===== src/rtl/uart_loader.sv =====
// uart_loader: receives a little-endian program image over UART and streams
// 32-bit words to memory, then releases the CPU via uart_done.
module uart_loader #(
   parameter int CLKS_PER_BIT = 868,
   parameter int IMG_WORDS    = 16384
) (
   input  logic        clk,
   input  logic        rst,
   input  logic        rx,
   output logic [31:0] uart_data,
   output logic [31:0] uart_addr,
   output logic        uart_wen,
   output logic        uart_done,
   output logic        uart_err
);
   localparam int TW = $clog2(CLKS_PER_BIT);
   localparam logic [TW-1:0] FULL = TW'(CLKS_PER_BIT - 1);
   localparam logic [TW-1:0] HALF = TW'(CLKS_PER_BIT / 2 - 1);
   localparam logic [31:0] LAST_ADDR = 32'(4 * (IMG_WORDS - 1));

   typedef enum logic [1:0] {IDLE, START, DATA, STOP} state_t;

   state_t        state_q;
   logic [1:0]    sync_q;
   logic [TW-1:0] timer_q;
   logic [2:0]    bit_q;
   logic [1:0]    byte_q;
   logic [7:0]    shift_q;
   logic [23:0]   word_q;
   logic [29:0]   idx_q;
   logic [31:0]   data_q;
   logic [31:0]   addr_q;
   logic          wen_q;
   logic          done_q;
   logic          err_q;
   logic          rx_s;

   assign rx_s      = sync_q[1];
   assign uart_data = data_q;
   assign uart_addr = addr_q;
   assign uart_wen  = wen_q;
   assign uart_done = done_q;
   assign uart_err  = err_q;

   always_ff @(posedge clk or posedge rst) begin
      if (rst) begin
         sync_q  <= 2'b11;
         state_q <= IDLE;
         timer_q <= '0;
         bit_q   <= '0;
         byte_q  <= '0;
         shift_q <= '0;
         word_q  <= '0;
         idx_q   <= '0;
         data_q  <= '0;
         addr_q  <= '0;
         wen_q   <= 1'b0;
         done_q  <= 1'b0;
         err_q   <= 1'b0;
      end else begin
         sync_q <= {sync_q[0], rx};
         wen_q  <= 1'b0;
         if (wen_q && addr_q == LAST_ADDR) done_q <= 1'b1;
         // once loaded the receiver is parked so a stray start bit cannot slip in
         if (done_q) state_q <= IDLE;
         else begin
            case (state_q)
               IDLE: if (!rx_s) begin
                  state_q <= START;
                  timer_q <= '0;
               end
               START: if (timer_q == HALF) begin
                  timer_q <= '0;
                  bit_q   <= '0;
                  state_q <= rx_s ? IDLE : DATA;
               end else timer_q <= timer_q + 1'b1;
               DATA: if (timer_q == FULL) begin
                  timer_q <= '0;
                  shift_q <= {rx_s, shift_q[7:1]};
                  bit_q   <= bit_q + 1'b1;
                  if (bit_q == 3'd7) state_q <= STOP;
               end else timer_q <= timer_q + 1'b1;
               STOP: if (timer_q == FULL) begin
                  timer_q <= '0;
                  state_q <= IDLE;
                  // bytes enter word_q from the top so byte 0 ends up in [7:0]
                  if (!rx_s) err_q <= 1'b1;
                  else if (byte_q == 2'd3) begin
                     data_q <= {shift_q, word_q};
                     addr_q <= {idx_q, 2'b00};
                     wen_q  <= 1'b1;
                     idx_q  <= idx_q + 1'b1;
                     byte_q <= '0;
                  end else begin
                     word_q <= {shift_q, word_q[23:8]};
                     byte_q <= byte_q + 1'b1;
                  end
               end else timer_q <= timer_q + 1'b1;
               default: state_q <= IDLE;
            endcase
         end
      end
   end
endmodule


===== config.mk =====
export PLATFORM = sky130hd
export DESIGN_NAME = uart_loader
export DESIGN_NICKNAME = d
export VERILOG_FILES = /design/src/rtl/uart_loader.sv
export SDC_FILE = /design/constraint.sdc
export NUM_CORES = 1
export LEC_CHECK = 0
export BUFFER_PORTS_ARGS = -buffer_cell sky130_fd_sc_hd__buf_2
export CAP_MARGIN = 20
export CELL_PAD_IN_SITES_DETAIL_PLACEMENT = 1
export CELL_PAD_IN_SITES_GLOBAL_PLACEMENT = 1
export CORE_MARGIN = 8
export CORE_UTILIZATION = 40
export DETAILED_ROUTE_END_ITERATION = 10
export GPL_TIMING_DRIVEN = 0
export PLACE_DENSITY = 0.83
export SLEW_MARGIN = 20
export SYNTH_ARGS = -nofsm -noshare
export SYNTH_HDL_FRONTEND = slang
export SYNTH_SLANG_ARGS = --single-unit

===== constraint.sdc =====
create_clock -name clk -period 4.4 [get_ports clk]
set_input_delay 0.22 -clock clk [delete_from_list [all_inputs] [get_ports clk]]
set_output_delay 0.22 -clock clk [all_outputs]
set_load 0.03 [all_outputs]

==> reports/metrics.yaml, run 1 <==
run_status:
  status: "finished, final reports clean"
layout:
  final_nets: 559
  nFillCells: 1587
  post-route-util_pct: 48.8
  layoutNonFillerInstCount: 751
  layout_common_cells: "dfrtp_1, mux2_2, buf_2"
  antenna-diode-count: 0
  post_route_cells_drive_above_1_share_pct: 40.7
  area_growth_pct: 19.6
  final_common_cell: "dfrtp_1"
grt:
  first_global_vias: 4468
  grt_max_degree: 98
  track_usage_pct: 16.1
  grt_first_pass_wirelength_um: 24700
  overflow: 0
  antenna_found_initial: 0
detailed_routing:
  ant_nets: 0
  wl_um: 15000
  route.met2.wl_um: 7990
  drt-pass1-iter-count: 4
  routed-wl-met3_um: 585
  wire_per_inst_um: 20.0
  drt_iter0_drc: 200
  drc: 0
  met1Wirelength_um: 6180
  vias: 3953
  viasPerCell: 5.26
  maxUsedRoutingLayer: "met4"
critical_path:
  reg2reg_depth: 6
  cp_max_fo: 10
  crit_path_start_kind: "flop"
  endpoint_kind: "flop"
  cp_data_arrival_time_ps: 2720
  crit_type: "flop to flop"
  cp.required_ps: 4700
sta:
  tightest_slew_ps: 533
  holdWs_ps: 344
  rsz0062_at_grt: "no"
  hold_violations: 0
  setup_viol: 0
  period_minus_slack_ps: 2420
  fin_worst_skew_ps: 10.2
  max_freq_mhz: 414
  slew_headroom_pct: 64.2
  period_share_pct: 54.9
  slew_viol_final: 0
clock_network:
  cts.htree.levels: 4
  cts_buffer_depth: 2
  numCtsBuffers: 17
  numClockSinks: 146
  cts.root.buffer_cell: "clkbuf_16"
  cts.clk_slew.worst_paths_ps: 60
  cts_tree: "built"
  clk_latency_ps: 430
pwr:
  vdd_ir_drop_max_mv: 0.290
  total_power_mw: 2.82
  p_leak_nw: 3.77
  power_density_nw_per_um2: 380
floorplan:
  die_w_um: 140
  core-area_um2: 15200
  die-area_um2: 19700
  start_util_pct: 40.8
  fp-row-count: 45
  pin_count: 70
  chipHeight_um: 140
place:
  io_buffers: 67
  hpwl_um: 10200
  dpl.cell_count: 717
  place.gp.congestion: 0.828
yosys:
  synth_area_per_cell_um2: 13.5
  syn_area_um2: 6200
  synth_area_leaders: "dfrtp_1, mux2_2, xnor2_1, nand2_1, nor2_1"
  ys_async_sr_fraction_pct: 100
  synth_ff_type: "dfrtp_1"
  yosys.area.top_type: "dfrtp_1"
  synth_cell_types: 54
  synth_edf_count: 0
  ys_seq_elements: 146
  ys_seq_area_share_pct: 59.0
  synth_cells: 460
  yosysWarnings: 0
  yosys.area.top_type_share_pct: 58.1
worst_hold_path:
  min_path_type: "input pin to async pin"
run:
  cap_violations: 0
## cell type report
cell class | instances | area (um^2) | area share, %
sequential | 146 | 3660 | 49.3
multi-input combinational | 285 | 2390 | 32.2
clock buffer | 20 | 457 | 6.16
timing repair buffer | 70 | 383 | 5.16
tap | 188 | 235 | 3.17
clock inverter | 12 | 130 | 1.75
buffer | 18 | 116 | 1.57
inverter | 12 | 52.6 | 0.709
## where the power goes
| group | switching, mW | leakage (nW) | internal [mW] | total (mW) |
|---|---|---|---|---|
| registers | 0.000319 | 2.02 | 1.34 | 1.34 |
| clock network | 0.571 | 0.287 | 0.866 | 1.44 |
| logic | 0.0303 | 1.47 | 0.00633 | 0.0366 |
## cell usage after synthesis, drive strengths merged (2+ instances only)
cell type	instances
dfrtp	144
mux2	99
xnor2	24
nand2	23
nor2	23
nand3	16
buf	14
nand4	13
inv	12
nor3	9
xor2	9
nor4	7
a21oi	6
and4	6
ha	6
o21ai	6
clkbuf	4
nand2b	4
or3	4
or4	4
a31oi	2
dfstp	2
## worst paths after layout
check | start | endpoint | slack, ps
min in group clk | sync_q[0]$_DFF_PP1_ | sync_q[1]$_DFF_PP1_ | 370
hold / removal | rst | uart_addr[21]$_DFFE_PP0P_ | 340
hold reg to reg | sync_q[0]$_DFF_PP1_ | sync_q[1]$_DFF_PP1_ | 370
setup / recovery | uart_done$_DFFE_PP0P_ | word_q[4]$_DFFE_PP0P_ | 1980
max in group asynchronous | rst | sync_q[1]$_DFF_PP1_ | 3270
setup reg to reg | uart_done$_DFFE_PP0P_ | word_q[4]$_DFFE_PP0P_ | 1980
## state kept, by name, summed over array words and instances (netlist names), 3 cells and up
signal	flops
uart_addr	30
timer_q	10
uart_data	32
idx_q	30
bit_q	3
word_q	24
shift_q	8
## worst max-delay path: stages, from the launching register on
cell and delay (ps):
dfrtp_1 370, clkbuf_2 220, nor4b_4 360, nand4_4 270, nor3_4 480, buf_6 220
mux2_2 360
## timing repair
| item | CTS | global route |
|---|---|---|
| hold buffers | 2 | 0 |
| setup buffers | 0 | 0 |
| gates resized for setup | 0 | 0 |
| endpoints found under the hold margin | 50 | 0 |
## per-layer routing
metal  GRT usage (%)  vias up
met5               0        -
met4            6.28        0
met3            4.69       23
met2            28.1       72
met1            18.2     2045
li1                -     1813
## metrics by stage
stage | instance area (um^2) | worst slack [ps] | TNS (ps)
4_1_cts | 7420 | 1990 | 0
2_1_floorplan | 6200 | 260 | 0
3_3_place_gp | 6770 | -1060 | -150830
5_1_grt | 7420 | 1860 | 0
6_report | 7420 | 1980 | 0
3_5_place_dp | 6810 | 2020 | 0
## cells by family (layout without fill, tap and decap cells)
logic type,after synthesis,in the layout,synth area share [%]
muxes,100,100,18.1
adders and majority gates,6,6,1.21
DFF,146,146,59.0
xor gates and xnor gates,33,33,4.66
other,1,2,0.0605
buffers and inverters,30,132,2.60
and+or+nand+nor,121,121,12.0
AOI/OAI and AO/OA,23,23,2.36
Power figures use the tool's default switching activity.
==> run 2, diff against run 1 <==
Clock period 4.4 ns to 1.94 ns, I/O delays scaled along.
==> reports/metrics.yaml, run 2 (synthesized netlist as in run 1, its figures left out) <==
run_status:
  status: "finished with violations"
  failed_checks: "negative setup slack"
floorplan:
  start_util_pct: 40.8  # unchanged
  core-area_um2: 15200  # unchanged
  die-area_um2: 19700  # unchanged
  chipHeight_um: 140  # unchanged
  fp-row-count: 45  # unchanged
  pin_count: 70  # unchanged
  die_w_um: 140  # unchanged
layout:
  antenna-diode-count: 0  # unchanged
  final-seq-area_um2: 3660  # +0.14%
  area_growth_pct: 42.2
  nFillCells: 1467  # -7.6%
  largest_reg_flops: 32  # unchanged
  post-route-util_pct: 58.0  # +9.2 points
  multi_input_area_um2: 3000  # +26%
  post_route_cells_drive_above_1_share_pct: 53.7  # +13 points
  final_nets: 612  # +9.5%
  layout_common_cells: "dfrtp_1, mux2_4, buf_2"
  final_common_cell: "dfrtp_1"
  fin_area_um2: 8810  # +19%
grt:
  first_global_vias: 5160  # +15%
  antenna_found_initial: 0  # unchanged
  grt_max_degree: 37  # -62%
  track_usage_pct: 21.9  # +5.8 points
  overflow: 0  # unchanged
  grt_first_pass_wirelength_um: 32400  # +31%
sta:
  setup_viol: 139  # +139
  holdWs_ps: 309  # -35.6 ps
  tightest_slew_ps: 747  # +214 ps
  hold_violations: 0  # unchanged
  max_freq_mhz: 443  # +7.0%
  period_minus_slack_ps: 2260  # -159 ps
  rsz0062_at_grt: "yes"
  slew_viol_final: 0  # unchanged
  period_share_pct: 116  # +61 points
  fin_worst_skew_ps: 14.8  # +4.58 ps
  slew_headroom_pct: 50.1  # -14 points
  final.setup.worst_slack_ps: -318  # -2300 ps
  finalSetupTns_ps: -27200  # -27200 ps
place:
  dpl-instance-area_um2: 7020  # +3.1%
  place.gp.congestion: 0.817  # -1.4%
  hpwl_um: 10600  # +3.0%
  io_buffers: 67  # unchanged
critical_path:
  endpoint_kind: "flop"
  crit_path_start_kind: "flop"
  reg2reg_depth: 8  # +2
  r2r_end: "idx_q[5]$_DFFE_PP0P_"
  r2r_start: "uart_done$_DFFE_PP0P_"
  cp_max_fo: 5  # -5
  cpPeakStageDelay_ps: 460  # -20 ps
  cp_data_arrival_time_ps: 2610  # -110 ps
  crit_chain: "nor4b_4 > buf_4 > and4b_1 > buf_6 > buf_12 > nand4_1 > nor2_2 > xor2_1"
  cp_slowest_cell: "dfrtp_2"
  cp.required_ps: 2290  # -2410 ps
  crit_type: "flop to flop"
  ff2ff_setup_slack_ps: -320  # -2300 ps
detailed_routing:
  wl_um: 22900  # +52%
  drt_iter0_drc: 364  # +82%
  wire_per_inst_um: 28.5  # +42%
  vias: 4606  # +17%
  drc: 0  # unchanged
  drt-pass1-iter-count: 5  # +1
  viasPerCell: 5.73  # +8.8%
  ant_nets: 0  # unchanged
clock_network:
  cts.clk_slew.worst_paths_ps: 60  # about the same
  cts_tree: "built"
  numCtsBuffers: 17  # unchanged
  cts.htree.levels: 4  # unchanged
  numClockSinks: 146  # unchanged
  clk_latency_ps: 440  # about the same
  cts_buffer_depth: 2  # unchanged
  cts.root.buffer_cell: "clkbuf_16"
pwr:
  p_leak_nw: 4.39  # +16%
  power_density_nw_per_um2: 743  # +96%
  vdd_ir_drop_max_mv: 0.620  # +110%
worst_hold_path:
  min_path_type: "input pin to flop"
  hold_path_depth: 2
  min_from: "rx"
  whs_endpoint: "sync_q[0]$_DFF_PP1_"
run:
  cap_violations: 0  # unchanged
[run 2: where the power goes]
group	switching (mW)	internal, mW	total [mW]
clock network	1.43	1.96	3.39
registers	0.00223	3.05	3.05
logic	0.0780	0.0292	0.107
total	1.51	5.04	6.55
[run 2: area by class of cell]
cell class | count | area share, %
multi-input combinational | 285 | 34.1
buffer | 11 | 1.48
inverter | 12 | 0.554
timing repair buffer | 130 | 13.0
tap | 188 | 2.67
clock inverter | 12 | 1.49
clock buffer | 20 | 5.18
sequential | 146 | 41.5
[run 2: worst max-delay path: cells and delay by family, from the launching register on]
family | cells | cell delay (ps)
xor+xnor | 1 | 200
buf+inv | 3 | 480
simple gates | 4 | 1030
flops | 1 | 460
[run 2: what timing repair did]
item | in CTS | in global routing
hold buffers | 2 | 0
setup buffers | 28 | 28
resized for setup | 138 | 48
cloned | 6 | 3
pin swaps | 26 | 17
endpoints found under the hold margin | 27 | 0
endpoints found under the setup margin | 134 | 142
[run 2: layer usage]
layer | vias up | global-route usage (%) | wire (um)
met5 | - | 0 | 0
met4 | 0 | 11.0 | 1020
met3 | 68 | 4.66 | 921
met2 | 179 | 40.6 | 12400
met1 | 2447 | 22.9 | 8540
li1 | 1912 | - | -
[run 2: how the worst max path moves through the flow]
stage	from	endpoint	slack, ps
final	uart_done$_DFFE_PP0P_	idx_q[5]$_DFFE_PP0P_	-320
after global routing	uart_done$_DFFE_PP0P_	idx_q[27]$_DFFE_PP0P_	-390
after CTS	uart_done$_DFFE_PP0P_	word_q[0]$_DFFE_PP0P_	-190
after detailed placement	timer_q[2]$_DFFE_PP0P_	word_q[8]$_DFFE_PP0P_	-380
after global placement	rst	uart_done$_DFFE_PP0P_	-960
after floorplan	rst	uart_done$_DFFE_PP0P_	-150
[run 2: per-stage QoR]
| stage | total power [mW] | std cells | setup slack, ps |
|---|---|---|---|
| after floorplan | 3.16 | 461 | -148 |
| after global placement | 3.18 | 716 | -960 |
| after detailed placement | 3.21 | 720 | -378 |
| final | 6.55 | 804 | -318 |
| after CTS | 6.46 | 787 | -188 |
| after global routing | 6.71 | 804 | -394 |
